`config.mk`:
```
export PLATFORM = sky130hd
export DESIGN_NAME = tipi_link_seq_flat
export DESIGN_NICKNAME = d
export VERILOG_FILES = /design/src/rtl/tipi_link_seq_if.sv /design/src/rtl/tipi_link_seq.sv /design/src/flat_wrapper.sv
export SDC_FILE = /design/constraint.sdc
export NUM_CORES = 1
export LEC_CHECK = 0
export ABC_AREA = 1
export CAP_MARGIN = 20
export CORE_MARGIN = 2
export CORE_UTILIZATION = 51
export DETAILED_ROUTE_END_ITERATION = 10
export GPL_TIMING_DRIVEN = 0
export PLACE_DENSITY_LB_ADDON = 0.1
export SLEW_MARGIN = 10
export SYNTH_ARGS = -nofsm -noshare
export SYNTH_HDL_FRONTEND = slang
export SYNTH_SLANG_ARGS = --single-unit
```
`constraint.sdc`:
```
create_clock -name clk -period 3.43 [get_ports clk]
set_input_delay 0.686 -clock clk [delete_from_list [all_inputs] [get_ports clk]]
set_output_delay 0.686 -clock clk [all_outputs]
set_load 0.1 [all_outputs]
```
`src/rtl/tipi_link_seq_if.sv`:
```
// TIPI link register bus: Pi-side control/data bytes in, TI-side bytes and write strobes out.
interface tipi_link_seq_if;
    logic [7:0] tc;
    logic [7:0] td;
    logic [7:0] rc;
    logic [7:0] rd;
    logic       rc_we;
    logic       rd_we;

    modport master (input tc, td, output rc, rd, rc_we, rd_we);
    modport slave  (output tc, td, input rc, rd, rc_we, rd_we);
endinterface

```
`src/rtl/tipi_link_seq.sv`:
```
// TIPI link message sequencer: byte-wise toggle handshake over the rc/rd/tc/td registers.
// Optional handshake watchdog enabled by defining TIPI_LINK_SEQ_TIMEOUT_EN.
module tipi_link_seq #(
    parameter int unsigned TIMEOUT_CYCLES = 1000000
) (
    input  logic        clk,
    input  logic        reset,
    input  logic        enable,
    tipi_link_seq_if.master lnk,
    input  logic        link_reset_evt,
    input  logic        tx_start,
    input  logic [15:0] tx_len,
    input  logic [7:0]  tx_data,
    input  logic        tx_valid,
    output logic        tx_ready,
    input  logic        rx_start,
    output logic [7:0]  rx_data,
    output logic        rx_valid,
    input  logic        rx_ready,
    output logic [15:0] rx_len,
    output logic        synced,
    output logic        busy,
    output logic        done,
    output logic        err
);
    typedef enum logic [2:0] {
        S_SYNC, S_IDLE, S_TX_BYTE, S_TX_ACK, S_RX_REQ, S_RX_ACK, S_RX_OUT
    } state_t;

    localparam logic [7:0] SYNC_BYTE = 8'hF1;
    localparam logic [7:0] TX_CMD    = 8'h02;
    localparam logic [7:0] RX_CMD    = 8'h06;

    state_t      state_q, state_d;
    logic [7:0]  rc_q, rc_d, rd_q, rd_d;
    logic        rc_we_q, rc_we_d, rd_we_q, rd_we_d;
    logic        t_q, t_d;
    logic        ph_q, ph_d;
    logic [1:0]  hdr_q, hdr_d;
    logic [15:0] len_q, len_d, rem_q, rem_d;
    logic [15:0] rx_len_q, rx_len_d;
    logic [7:0]  rx_data_q, rx_data_d;
    logic        sync_wr_q, sync_wr_d;
    logic        synced_q, synced_d;
    logic        done_q, done_d, err_q, err_d;

    logic        abort_w, ack_w, busy_w, tmo_hit;
    logic [15:0] rx_len_new;

    assign abort_w    = link_reset_evt | ~enable;
    assign ack_w      = (lnk.tc == rc_q);
    assign busy_w     = (state_q != S_IDLE) && (state_q != S_SYNC);
    assign rx_len_new = {rx_len_q[15:8], lnk.td};

`ifdef TIPI_LINK_SEQ_TIMEOUT_EN
    localparam int TMO_W = $clog2(TIMEOUT_CYCLES + 1);
    logic [TMO_W-1:0] tmo_q, tmo_d;
    logic             tmo_cnt_w;

    assign tmo_cnt_w = (state_q == S_TX_ACK) || (state_q == S_RX_ACK) || (state_q == S_SYNC);
    assign tmo_hit   = tmo_cnt_w && (tmo_q == TMO_W'(TIMEOUT_CYCLES - 1));
    // Counter restarts on every state change so each handshake gets its own budget.
    assign tmo_d     = (abort_w || !tmo_cnt_w || (state_d != state_q) || tmo_hit) ?
                       '0 : tmo_q + TMO_W'(1);

    always_ff @(posedge clk) begin
        if (reset) tmo_q <= '0;
        else       tmo_q <= tmo_d;
    end
`else
    // Watchdog compiled out; the limit folds away.
    assign tmo_hit = 1'b0 & (TIMEOUT_CYCLES != 0);
`endif

    always_ff @(posedge clk) begin
        if (reset) begin
            state_q   <= S_SYNC;
            rc_q      <= 8'h00;
            rd_q      <= 8'h00;
            rc_we_q   <= 1'b0;
            rd_we_q   <= 1'b0;
            t_q       <= 1'b0;
            ph_q      <= 1'b0;
            hdr_q     <= 2'd0;
            rx_len_q  <= 16'h0000;
            sync_wr_q <= 1'b0;
            synced_q  <= 1'b0;
            done_q    <= 1'b0;
            err_q     <= 1'b0;
        end else begin
            state_q   <= state_d;
            rc_q      <= rc_d;
            rd_q      <= rd_d;
            rc_we_q   <= rc_we_d;
            rd_we_q   <= rd_we_d;
            t_q       <= t_d;
            ph_q      <= ph_d;
            hdr_q     <= hdr_d;
            rx_len_q  <= rx_len_d;
            sync_wr_q <= sync_wr_d;
            synced_q  <= synced_d;
            done_q    <= done_d;
            err_q     <= err_d;
        end
        len_q     <= len_d;
        rem_q     <= rem_d;
        rx_data_q <= rx_data_d;
    end

    always_comb begin
        state_d = state_q;
        if (abort_w) begin
            state_d = S_SYNC;
        end else begin
            case (state_q)
                S_SYNC:    if (sync_wr_q && lnk.tc == SYNC_BYTE) state_d = S_IDLE;
                S_IDLE:    if (tx_start) state_d = S_TX_BYTE;
                           else if (rx_start) state_d = S_RX_REQ;
                S_TX_BYTE: if (ph_q) state_d = S_TX_ACK;
                S_TX_ACK: begin
                    if (ack_w) begin
                        case (hdr_q)
                            2'd0:    state_d = S_TX_BYTE;
                            2'd1:    state_d = (len_q == 16'd0) ? S_IDLE : S_TX_BYTE;
                            default: state_d = (rem_q == 16'd1) ? S_IDLE : S_TX_BYTE;
                        endcase
                    end else if (tmo_hit) begin
                        state_d = S_SYNC;
                    end
                end
                S_RX_REQ:  state_d = S_RX_ACK;
                S_RX_ACK: begin
                    if (ack_w) begin
                        case (hdr_q)
                            2'd0:    state_d = S_RX_REQ;
                            2'd1:    state_d = (rx_len_new == 16'd0) ? S_IDLE : S_RX_REQ;
                            default: state_d = S_RX_OUT;
                        endcase
                    end else if (tmo_hit) begin
                        state_d = S_SYNC;
                    end
                end
                S_RX_OUT:  if (rx_ready) state_d = (rem_q == 16'd1) ? S_IDLE : S_RX_REQ;
                default:   state_d = S_SYNC;
            endcase
        end
    end

    always_comb begin
        rc_d      = rc_q;
        rd_d      = rd_q;
        rc_we_d   = 1'b0;
        rd_we_d   = 1'b0;
        t_d       = t_q;
        ph_d      = ph_q;
        hdr_d     = hdr_q;
        len_d     = len_q;
        rem_d     = rem_q;
        rx_len_d  = rx_len_q;
        rx_data_d = rx_data_q;
        sync_wr_d = sync_wr_q;
        synced_d  = synced_q;
        done_d    = 1'b0;
        err_d     = 1'b0;
        if (abort_w) begin
            err_d     = busy_w;
            synced_d  = 1'b0;
            sync_wr_d = 1'b0;
            ph_d      = 1'b0;
        end else begin
            case (state_q)
                S_SYNC: begin
                    if (!sync_wr_q) begin
                        rc_d      = SYNC_BYTE;
                        rc_we_d   = 1'b1;
                        sync_wr_d = 1'b1;
                    end else if (lnk.tc == SYNC_BYTE) begin
                        synced_d = 1'b1;
                        t_d      = 1'b0;
                    end else if (tmo_hit) begin
                        err_d     = 1'b1;
                        sync_wr_d = 1'b0;
                    end
                end
                S_IDLE: begin
                    hdr_d = 2'd0;
                    ph_d  = 1'b0;
                    if (tx_start) len_d = tx_len;
                end
                S_TX_BYTE: begin
                    // Data byte goes out one cycle ahead of its rc strobe.
                    if (!ph_q) begin
                        if (hdr_q != 2'd2 || tx_valid) begin
                            case (hdr_q)
                                2'd0:    rd_d = len_q[15:8];
                                2'd1:    rd_d = len_q[7:0];
                                default: rd_d = tx_data;
                            endcase
                            rd_we_d = 1'b1;
                            ph_d    = 1'b1;
                        end
                    end else begin
                        rc_d    = TX_CMD | {7'd0, t_q};
                        rc_we_d = 1'b1;
                        ph_d    = 1'b0;
                    end
                end
                S_TX_ACK: begin
                    if (ack_w) begin
                        t_d = ~t_q;
                        case (hdr_q)
                            2'd0: hdr_d = 2'd1;
                            2'd1: begin
                                if (len_q == 16'd0) begin
                                    done_d = 1'b1;
                                end else begin
                                    hdr_d = 2'd2;
                                    rem_d = len_q;
                                end
                            end
                            default: begin
                                rem_d = rem_q - 16'd1;
                                if (rem_q == 16'd1) done_d = 1'b1;
                            end
                        endcase
                    end else if (tmo_hit) begin
                        err_d     = 1'b1;
                        sync_wr_d = 1'b0;
                        synced_d  = 1'b0;
                    end
                end
                S_RX_REQ: begin
                    rc_d    = RX_CMD | {7'd0, t_q};
                    rc_we_d = 1'b1;
                end
                S_RX_ACK: begin
                    if (ack_w) begin
                        t_d = ~t_q;
                        case (hdr_q)
                            2'd0: begin
                                rx_len_d[15:8] = lnk.td;
                                hdr_d          = 2'd1;
                            end
                            2'd1: begin
                                rx_len_d[7:0] = lnk.td;
                                if (rx_len_new == 16'd0) begin
                                    done_d = 1'b1;
                                end else begin
                                    hdr_d = 2'd2;
                                    rem_d = rx_len_new;
                                end
                            end
                            default: rx_data_d = lnk.td;
                        endcase
                    end else if (tmo_hit) begin
                        err_d     = 1'b1;
                        sync_wr_d = 1'b0;
                        synced_d  = 1'b0;
                    end
                end
                S_RX_OUT: begin
                    if (rx_ready) begin
                        rem_d = rem_q - 16'd1;
                        if (rem_q == 16'd1) done_d = 1'b1;
                    end
                end
                default: ;
            endcase
        end
    end

    assign lnk.rc    = rc_q;
    assign lnk.rd    = rd_q;
    assign lnk.rc_we = rc_we_q;
    assign lnk.rd_we = rd_we_q;
    assign tx_ready  = !abort_w && (state_q == S_TX_BYTE) && !ph_q && (hdr_q == 2'd2) && tx_valid;
    assign rx_valid  = (state_q == S_RX_OUT);
    assign rx_data   = rx_data_q;
    assign rx_len    = rx_len_q;
    assign synced    = synced_q;
    assign busy      = busy_w;
    assign done      = done_q;
    assign err       = err_q;
endmodule

```
`src/flat_wrapper.sv`:
```
// flat-port wrapper written by rule: the top's interface ports become plain ports
module tipi_link_seq_flat 
#(
    parameter int unsigned TIMEOUT_CYCLES = 1000000
)
  (clk, reset, enable, link_reset_evt, tx_start, tx_len, tx_data, tx_valid, tx_ready, rx_start, rx_data, rx_valid, rx_ready, rx_len, synced, busy, done, err, lnk_tc, lnk_td, lnk_rc, lnk_rd, lnk_rc_we, lnk_rd_we);
  tipi_link_seq_if lnk_i ();
  input  logic clk;
  input  logic reset;
  input  logic enable;
  input  logic link_reset_evt;
  input  logic tx_start;
  input  logic [15:0] tx_len;
  input  logic [7:0] tx_data;
  input  logic tx_valid;
  output logic tx_ready;
  input  logic rx_start;
  output logic [7:0] rx_data;
  output logic rx_valid;
  input  logic rx_ready;
  output logic [15:0] rx_len;
  output logic synced;
  output logic busy;
  output logic done;
  output logic err;
  input wire logic [$bits(lnk_i.tc)-1:0] lnk_tc;
  input wire logic [$bits(lnk_i.td)-1:0] lnk_td;
  output wire logic [$bits(lnk_i.rc)-1:0] lnk_rc;
  output wire logic [$bits(lnk_i.rd)-1:0] lnk_rd;
  output wire logic [$bits(lnk_i.rc_we)-1:0] lnk_rc_we;
  output wire logic [$bits(lnk_i.rd_we)-1:0] lnk_rd_we;
  assign lnk_i.tc = lnk_tc;
  assign lnk_i.td = lnk_td;
  assign lnk_rc = lnk_i.rc;
  assign lnk_rd = lnk_i.rd;
  assign lnk_rc_we = lnk_i.rc_we;
  assign lnk_rd_we = lnk_i.rd_we;
  tipi_link_seq #(.TIMEOUT_CYCLES(TIMEOUT_CYCLES)) u_core (.clk(clk), .reset(reset), .enable(enable), .lnk(lnk_i), .link_reset_evt(link_reset_evt), .tx_start(tx_start), .tx_len(tx_len), .tx_data(tx_data), .tx_valid(tx_valid), .tx_ready(tx_ready), .rx_start(rx_start), .rx_data(rx_data), .rx_valid(rx_valid), .rx_ready(rx_ready), .rx_len(rx_len), .synced(synced), .busy(busy), .done(done), .err(err));
endmodule
```
==> reports/summary.md, run 1 <==
Across the run, the number of max-cap violations was 0. No sink is reached through more buffers than the 2 on the longest clock path. Number of gates resized after CTS: 3.

The most frequent standard cell in the layout excluding fill and tap cells was nand2_1. Headroom to the max-slew limit came out at 32.7%. At the end of routability-driven placement, the weighted congestion stood at 0.891. The worst setup path is captured at an output pin. The final cell count without fillers is 781, and the share of cells above drive strength 1 is 8.28%. The library cells used most frequently in the layout, excluding fill and tap cells, are 149 x nand2_1, 105 x nor2_1, 93 x clkdlybuf4s50_1. The largest single stage delay on the critical path is 0.45 ns. Classification of the worst setup path: input port to output pin.

Counting every sink on the clock net gives 81. In this run, synthesis produced a sequential element count of 81. The H-tree generated during clock tree synthesis spans 3 levels.

For the via count of the routed design, the log shows 4125. Counting distinct cell types in the post-synthesis netlist gives 44. Entering global routing, the biggest net connects 16 pins.

After clock tree synthesis, the flow added hold-fix buffers numbering 0. Setup repair after global routing left no endpoint under its margin. The largest clock skew in the final design is 0.0113 ns, and the clock period minus final worst setup slack is 3.22 ns. The post-CTS setup repair buffer count came out at 0. The average instance in the mapped netlist occupies 7.58 µm². The final antenna diode count came out at 0. The number of antenna violations at the first check in global routing was 0; the proportion of synthesized chip area in sequential cells was 47.3%. Compared with the post-synthesis result, the final layout area differs by 30.1%. Summed over all layers, the global routing overflow is 0.

In the finished design, the share of the clock period the worst path needs comes to 93.9%. The combined global-route utilization of all metal layers is 27.4%, and the height of the chip is 95.5 µm. The leakage power of the design was 2.23 nW. Among all flip-flop cells after synthesis, the most frequent one is dfxtp_1.

The required arrival time at the worst endpoint was 2.74 ns; the cell row count was 33. Detailed placement ended at an HPWL of 9230 µm. The cell sitting at the root of the clock tree is a clkbuf_8. The cell that appears most often on the critical path is inv_1. Minimum setup slack among reg-to-reg paths: 1.11 ns. In this run the tool buffered the top-level ports with 94 buffer cells.

Number of setup violations in the final report: 0. The number of vias per cell after detailed routing was 5.28; the final standard cell utilization of the core was 68.0%. The worst setup path is launched from an input port. Classification of the worst-slack hold path: flip-flop to flip-flop. The peak ir drop on the vdd network is 206 µV.

The number of remaining DRC errors was 0. For this run, asynchronously set or reset flops after synthesis account for 0%. The count of flip-flops with a built-in enable after synthesis was 40; the number of endpoints with negative hold slack in the final report was 0. The total placed cells including tap cells is 765. For this block, the initial DRC count from the detailed router was 400.

The run finished with clean final reports. For this run, the post-layout net count is 721. The detail-routed net length per standard cell is 15.1 µm, and the area of the die is 9120 µm². The number of nets with antenna violations after detailed routing came out at 0. The tools report the global-route wire length before repair as 19000 µm. Along the worst path, the maximum fanout reaches 8. The signal on the critical path passes through clkdlybuf4s50_1, inv_1, nor2_2, inv_1, nor2_4, nand2_1, nor3_2, buf_2.

The slowest stage of the critical path belongs to the cell clkdlybuf4s50_1. In this run the cell area of the synthesized design comes to 4270 µm². The number of global-route vias before repair was 3967.

For this configuration, the core starts out at a cell density of 52.2%. For this run, the detailed router's first-pass iteration total came to 7. Derived from the worst setup path, the maximum achievable clock frequency is 310 MHz. The die is 95.5 µm wide. The number of pins exceeding their max-slew limit in the final report came out at 0. The routed design has 11800 µm of wire. The logs give 9 for the CTS buffer count and 8180 µm² for the core outline area. During synthesis, Yosys emitted a total of 0 warnings.

Clock-pin slew was measured on the worst setup and hold paths at 0.08 ns. The worst slack on hold paths was 0.466 ns; the power per cell area was 326 nW/µm². The number of I/O pins is 96.

The tools report the clock insertion delay at the later pin of the skew report as 0.36 ns. In the synthesized netlist, the number of instances is 563. Synthesis produced a netlist with a net count of 613. TritonCTS built the clock tree.

At the pin with the least slew margin, the transition time is 1.01 ns. For the worst setup path, the data arrival time is 2.54 ns.
## area by class of cell
type	instances	area [µm²]
fill	693	2620
sequential	81	2020
multi-input combinational	395	1880
timing repair buffer	97	962
inverter	69	264
tap	105	131
clock buffer	9	124
buffer	18	116
clock inverter	7	53.8
## logic make-up (layout without fill, tap and decap cells)
kind of cell,after synthesis,in the layout,synth area share [%]
buf+inv,87,200,8.91
simple gates,308,308,30.2
xor+xnor,10,10,2.05
compound gates,74,74,10.8
fa+ha+maj,2,2,0.586
other cells,1,1,0.0878
flops,81,81,47.3
## stage by stage
| step | TNS (ns) | area (µm²) | power (mW) | worst slack, ns |
|---|---|---|---|---|
| floorplan | 0 | 4280 | 1.10 | 0.124 |
| global placement | -8.86 | 5350 | 1.18 | -0.527 |
| detailed placement | -0.488 | 5390 | 1.18 | -0.488 |
| CTS | 0 | 5560 | 1.81 | 0.0972 |
| global route | 0 | 5560 | 1.86 | 0.0818 |
| finish | 0 | 5560 | 1.81 | 0.208 |
## synth_stat cells, types with 2 or more instances
cell type / instances / area, µm²
o21ai_1: 2 / 10.0
clkbuf_1: 7 / 26.3
a21oi_1: 25 / 125
dfxtp_1: 41 / 821
nor2_4: 2 / 22.5
inv_1: 62 / 233
a32oi_1: 4 / 35.0
buf_2: 3 / 15.0
edfxtp_1: 40 / 1200
inv_2: 5 / 18.8
xor2_1: 5 / 43.8
xnor2_1: 5 / 43.8
nand2_2: 2 / 12.5
o31ai_1: 2 / 15.0
nand2_1: 149 / 559
buf_6: 2 / 22.5
nor2_2: 3 / 18.8
nor2_1: 105 / 394
nand4_1: 3 / 18.8
nor3_1: 5 / 25.0
nor3_4: 2 / 32.5
nand3_1: 30 / 150
buf_4: 5 / 37.5
o221ai_1: 7 / 61.3
o21ai_0: 22 / 110
inv_4: 2 / 12.5
nand3b_1: 2 / 15.0
nand2_4: 2 / 22.5
a22oi_1: 3 / 22.5
ha_1: 2 / 25.0
## report_power, final
group	switching [mW]	total (mW)	internal (mW)	leakage [nW]
registers	0.00266	1.01	1.01	0.701
logic	0.0819	0.148	0.0666	1.44
clock network	0.376	0.647	0.270	0.0896
total	0.461	1.81	1.35	2.23
## state kept, by name, indices dropped and copies added (netlist names), 2 cells and up
register        count
u_core.rx_len      16
u_core.rem_q       16
u_core.len_q       16
u_core.hdr_q        2
u_core.lnk.rc       4
u_core.lnk.rd       8
u_core.state_q      3
u_core.rx_data      8
## critical path: cells and delay by family
kind,cells,cell delay [ns]
simple gates,4,0.66
buf+inv,4,1.17
## routing by layer
layer  track usage [%]  vias up  routed length, µm
met2              43.4      200               5430
li1                  -     2040                  -
met1              37.2     1859               5090
met3              4.66       26                960
met4              11.2        0                278
met5                 0        -                  0
## path summary, 6_finish.rpt
path | start | end | cells past startpoint
min | u_core.lnk.rd[1] | u_core.lnk.rd[1] | 2
max reg2reg | u_core.state_q[2] | u_core.rem_q[7] | 8
min reg2reg | u_core.lnk.rd[1] | u_core.lnk.rd[1] | 2
max | enable | tx_ready | 8
Note: power is estimated with default switching activity, not from simulation.
==> run 2, diff against run 1 <==
--- a/config.mk
+++ b/config.mk
@@ -10,7 +10,6 @@
 export CORE_MARGIN = 2
 export CORE_UTILIZATION = 51
 export DETAILED_ROUTE_END_ITERATION = 10
-export GPL_TIMING_DRIVEN = 0
 export PLACE_DENSITY_LB_ADDON = 0.1
 export SLEW_MARGIN = 10
 export SYNTH_ARGS = -nofsm -noshare
==> reports/summary.md, run 2 (synthesis results as in run 1) <==
The critical path capture point type is an output pin (unchanged). The tools report the met1 track demand over resource in global routing as 37.2% (about the same). The cell depth of the worst setup path came out at 9 (was 8).

The detail-routed net length per standard cell is 15.0 µm (was 15.1 µm), and the clock insertion delay at the later pin of the skew report is 0.36 ns (about the same). The logs give 0 (unchanged) for the number of setup violations in the final report and 3896 (was 3967) for the number of global-route vias before repair. The number of nets with antenna violations after detailed routing came out at 0 (unchanged). The max-slew headroom at the worst pin was 33.2% (was 32.7%); the post-CTS setup repair buffer count was 0 (unchanged).

Total clock sinks: 81 (unchanged). The logs give 0 ns (unchanged) for the post-route setup TNS and 0 (unchanged) for the total global routing overflow. The H-tree depth was 3 (unchanged); the post-DP HPWL was 8950 µm (was 9230 µm). The cell with the largest stage delay on the worst path was clkdlybuf4s50_1 (unchanged). The share of cells above drive strength 1 was 9.98% (was 8.28%); the final worst-path cycle share was 81.5% (was 93.9%). The fraction of power consumed by the clock network is 37.5% (was 35.7%). Sequential share of power: 54.8% (was 56.1%). The tools report the peak ir drop on the vdd network as 222 µV (was 206 µV). For the met3 usage, the log shows 4.43% (was 4.66%). The tools report the initial detailed-routing violation count as 290 (was 400). Buffers plus inverters on the worst setup path: 5 (was 4). The number of vias per cell after detailed routing works out to 5.35 (was 5.28). The largest clock skew in the final design came out at 0.0107 ns (was 0.0113 ns). The cell repeated most along the worst path was inv_1 (unchanged).

The logs give 52.2% (unchanged) for the effective utilization at floorplan and 750 (was 765) for the total placed cells including tap cells. Count of cells along the worst hold path: 2 (unchanged). Most frequent standard cell in the layout excluding fill and tap cells: nand2_1 (unchanged). The biggest cell delay along the critical path is 0.45 ns (about the same). For the number of antenna violations at the first check in global routing, the log shows 0 (unchanged). The proportion of total power due to net switching was 23.7% (was 25.5%). Setup repair after global routing left no endpoint under its margin.

The launching element type of the critical path is an input port (unchanged). The run gives 5 (was 7) as the detailed-routing iteration count for the pre-antenna-repair pass. The number of gates resized after CTS was 0 (was 3); the total power was 1.85 mW (was 1.81 mW). Worst path cell trace: clkdlybuf4s50_1, inv_1, nor2_2, buf_4, inv_1, nor2_4, nand2_1, nor3_2, buf_12 (was clkdlybuf4s50_1, inv_1, nor2_2, inv_1, nor2_4, nand2_1, nor3_2, buf_2).

The combined global-route utilization of all metal layers was 26.7% (was 27.4%). The required arrival time at the worst endpoint was 2.74 ns (about the same). The run gives 706 (was 721) as the number of nets in the layout. The classification of the worst setup path was input port to output pin (unchanged). The final weighted congestion in routability-driven placement was 0.896 (was 0.891); the port buffer count was 94 (unchanged). Cell row count: 33 (unchanged). TritonCTS built the clock tree.

The met2 track utilization from global routing was 42.0% (was 43.4%); the worst-margin pin slew was 0.998 ns (was 1.01 ns). The clock transition time at the flip-flop clock pins of the worst setup and hold paths was 0.08 ns (about the same); the pin count of the biggest net entering global routing was 30 (was 16). The height of the chip is 95.5 µm (unchanged). The peak fanout along the critical path works out to 8 (unchanged). The wire length reported by the detailed router is 11500 µm (was 11800 µm), and the number of endpoints with negative hold slack in the final report is 0 (unchanged). The number of maximum-capacitance violations is 0 (unchanged), and the growth of design area from synthesis to finish is 27.3% (was 30.1%). The tools report the leakage power of the design as 2.22 nW (was 2.23 nW).

The flow ran to the end, and the final reports show no timing, DRC or antenna violations. The run gives 4096 (was 4125) as the via count of the routed design. The run gives 0 (unchanged) as the final antenna diode count.

The cell internal power dissipation was 1.41 mW (was 1.35 mW). The tools report the clock root buffer as clkbuf_8 (unchanged). The highest attainable clock frequency came out at 358 MHz (was 310 MHz).

The number of hold-repair buffers added at the cts stage is 0 (unchanged), and the number of I/O pins is 96 (unchanged). Number of remaining DRC errors: 0 (unchanged). The power per cell area is 340 nW/µm² (was 326 nW/µm²). Most used routing layer in global routing: met2 (unchanged). The clock period minus final worst setup slack is 2.79 ns (was 3.22 ns), and the number of pins exceeding their max-slew limit in the final report is 0 (unchanged).

The core outline area was 8180 µm² (unchanged); the global-route wire length before repair was 18600 µm (was 19000 µm). The classification of the worst-slack hold path is flip-flop to flip-flop (unchanged). Top library cells by usage in the layout, fill and taps aside: 149 x nand2_1, 105 x nor2_1, 74 x clkdlybuf4s50_1 (was 149 x nand2_1, 105 x nor2_1, 93 x clkdlybuf4s50_1).

The combinational power share was 7.7% (was 8.2%). The cell family contributing the most delay on the critical path was buffers and inverters (unchanged). For the area of the die, the log shows 9120 µm² (unchanged). The number of buffers on the longest clock path is 2 (unchanged). The floorplan die width came out at 95.5 µm (unchanged). For the net load switching power, the log shows 0.438 mW (was 0.461 mW).

The worst-case reg-to-reg path depth is 4 (was 8), and the worst path arrival time is 2.11 ns (was 2.54 ns). The final cell count without fillers is 766 (was 781). The CTS buffer count was 9 (unchanged).
[run 2: changes by cell type in the layout (fill, tap and decap cells not counted), moves of 2 or more]
cell             change
clkbuf_1             -6
clkdlybuf4s50_1     -19
buf_6                -3
clkinvlp_4           +2
buf_2                -4
buf_4               +18
[run 2: layer usage]
layer / wire length [µm] / up-vias
met3: 861 / 30
met5: 0 / -
met4: 278 / 0
met2: 5280 / 171
li1: - / 2011
met1: 5100 / 1884
[run 2: final timing paths]
path	end	startpoint	slack, ns
max reg2reg	u_core.rem_q[6]	u_core.hdr_q[1]	0.98
min reg2reg	u_core.lnk.rd[1]	u_core.lnk.rd[1]	0.45
max	tx_ready	enable	0.64
min	u_core.lnk.rd[1]	u_core.lnk.rd[1]	0.45
[run 2: power by group through the flow]
stage                     Clock [mW]  Combinational [mW]  Sequential, mW
after floorplan                    0              0.0509            1.05
after detailed placement           0               0.142            1.04
after global routing           0.741               0.150            1.01
after CTS                      0.696               0.142            1.01
after global placement             0               0.140            1.04
final                          0.693               0.142            1.01
[run 2: final cells by class]
class                      instances  area, µm²
fill                             713       2740
sequential                        81       2020
multi-input combinational        395       1880
timing repair buffer             100        948
inverter                          69        264
tap                              105        131
clock buffer                      10        128
clock inverter                     6       66.3
[run 2: tightest hold or removal path, cell delays in order (launching register included)]
cell and delay (ns):
dfxtp_1 0.32, inv_1 0.05, a21oi_1 0.05
[run 2: stage by stage]
step           hold WS, ns  setup slack (ns)  util (%)  area [µm²]
6_report             0.454             0.635      66.5        5440
4_1_cts              0.455             0.630      66.5        5440
3_3_place_gp         0.441             0.650      64.1        5240
3_5_place_dp         0.435             0.629      64.1        5240
2_1_floorplan        0.452             0.124         -        4280
5_1_grt              0.488             0.519      66.5        5440
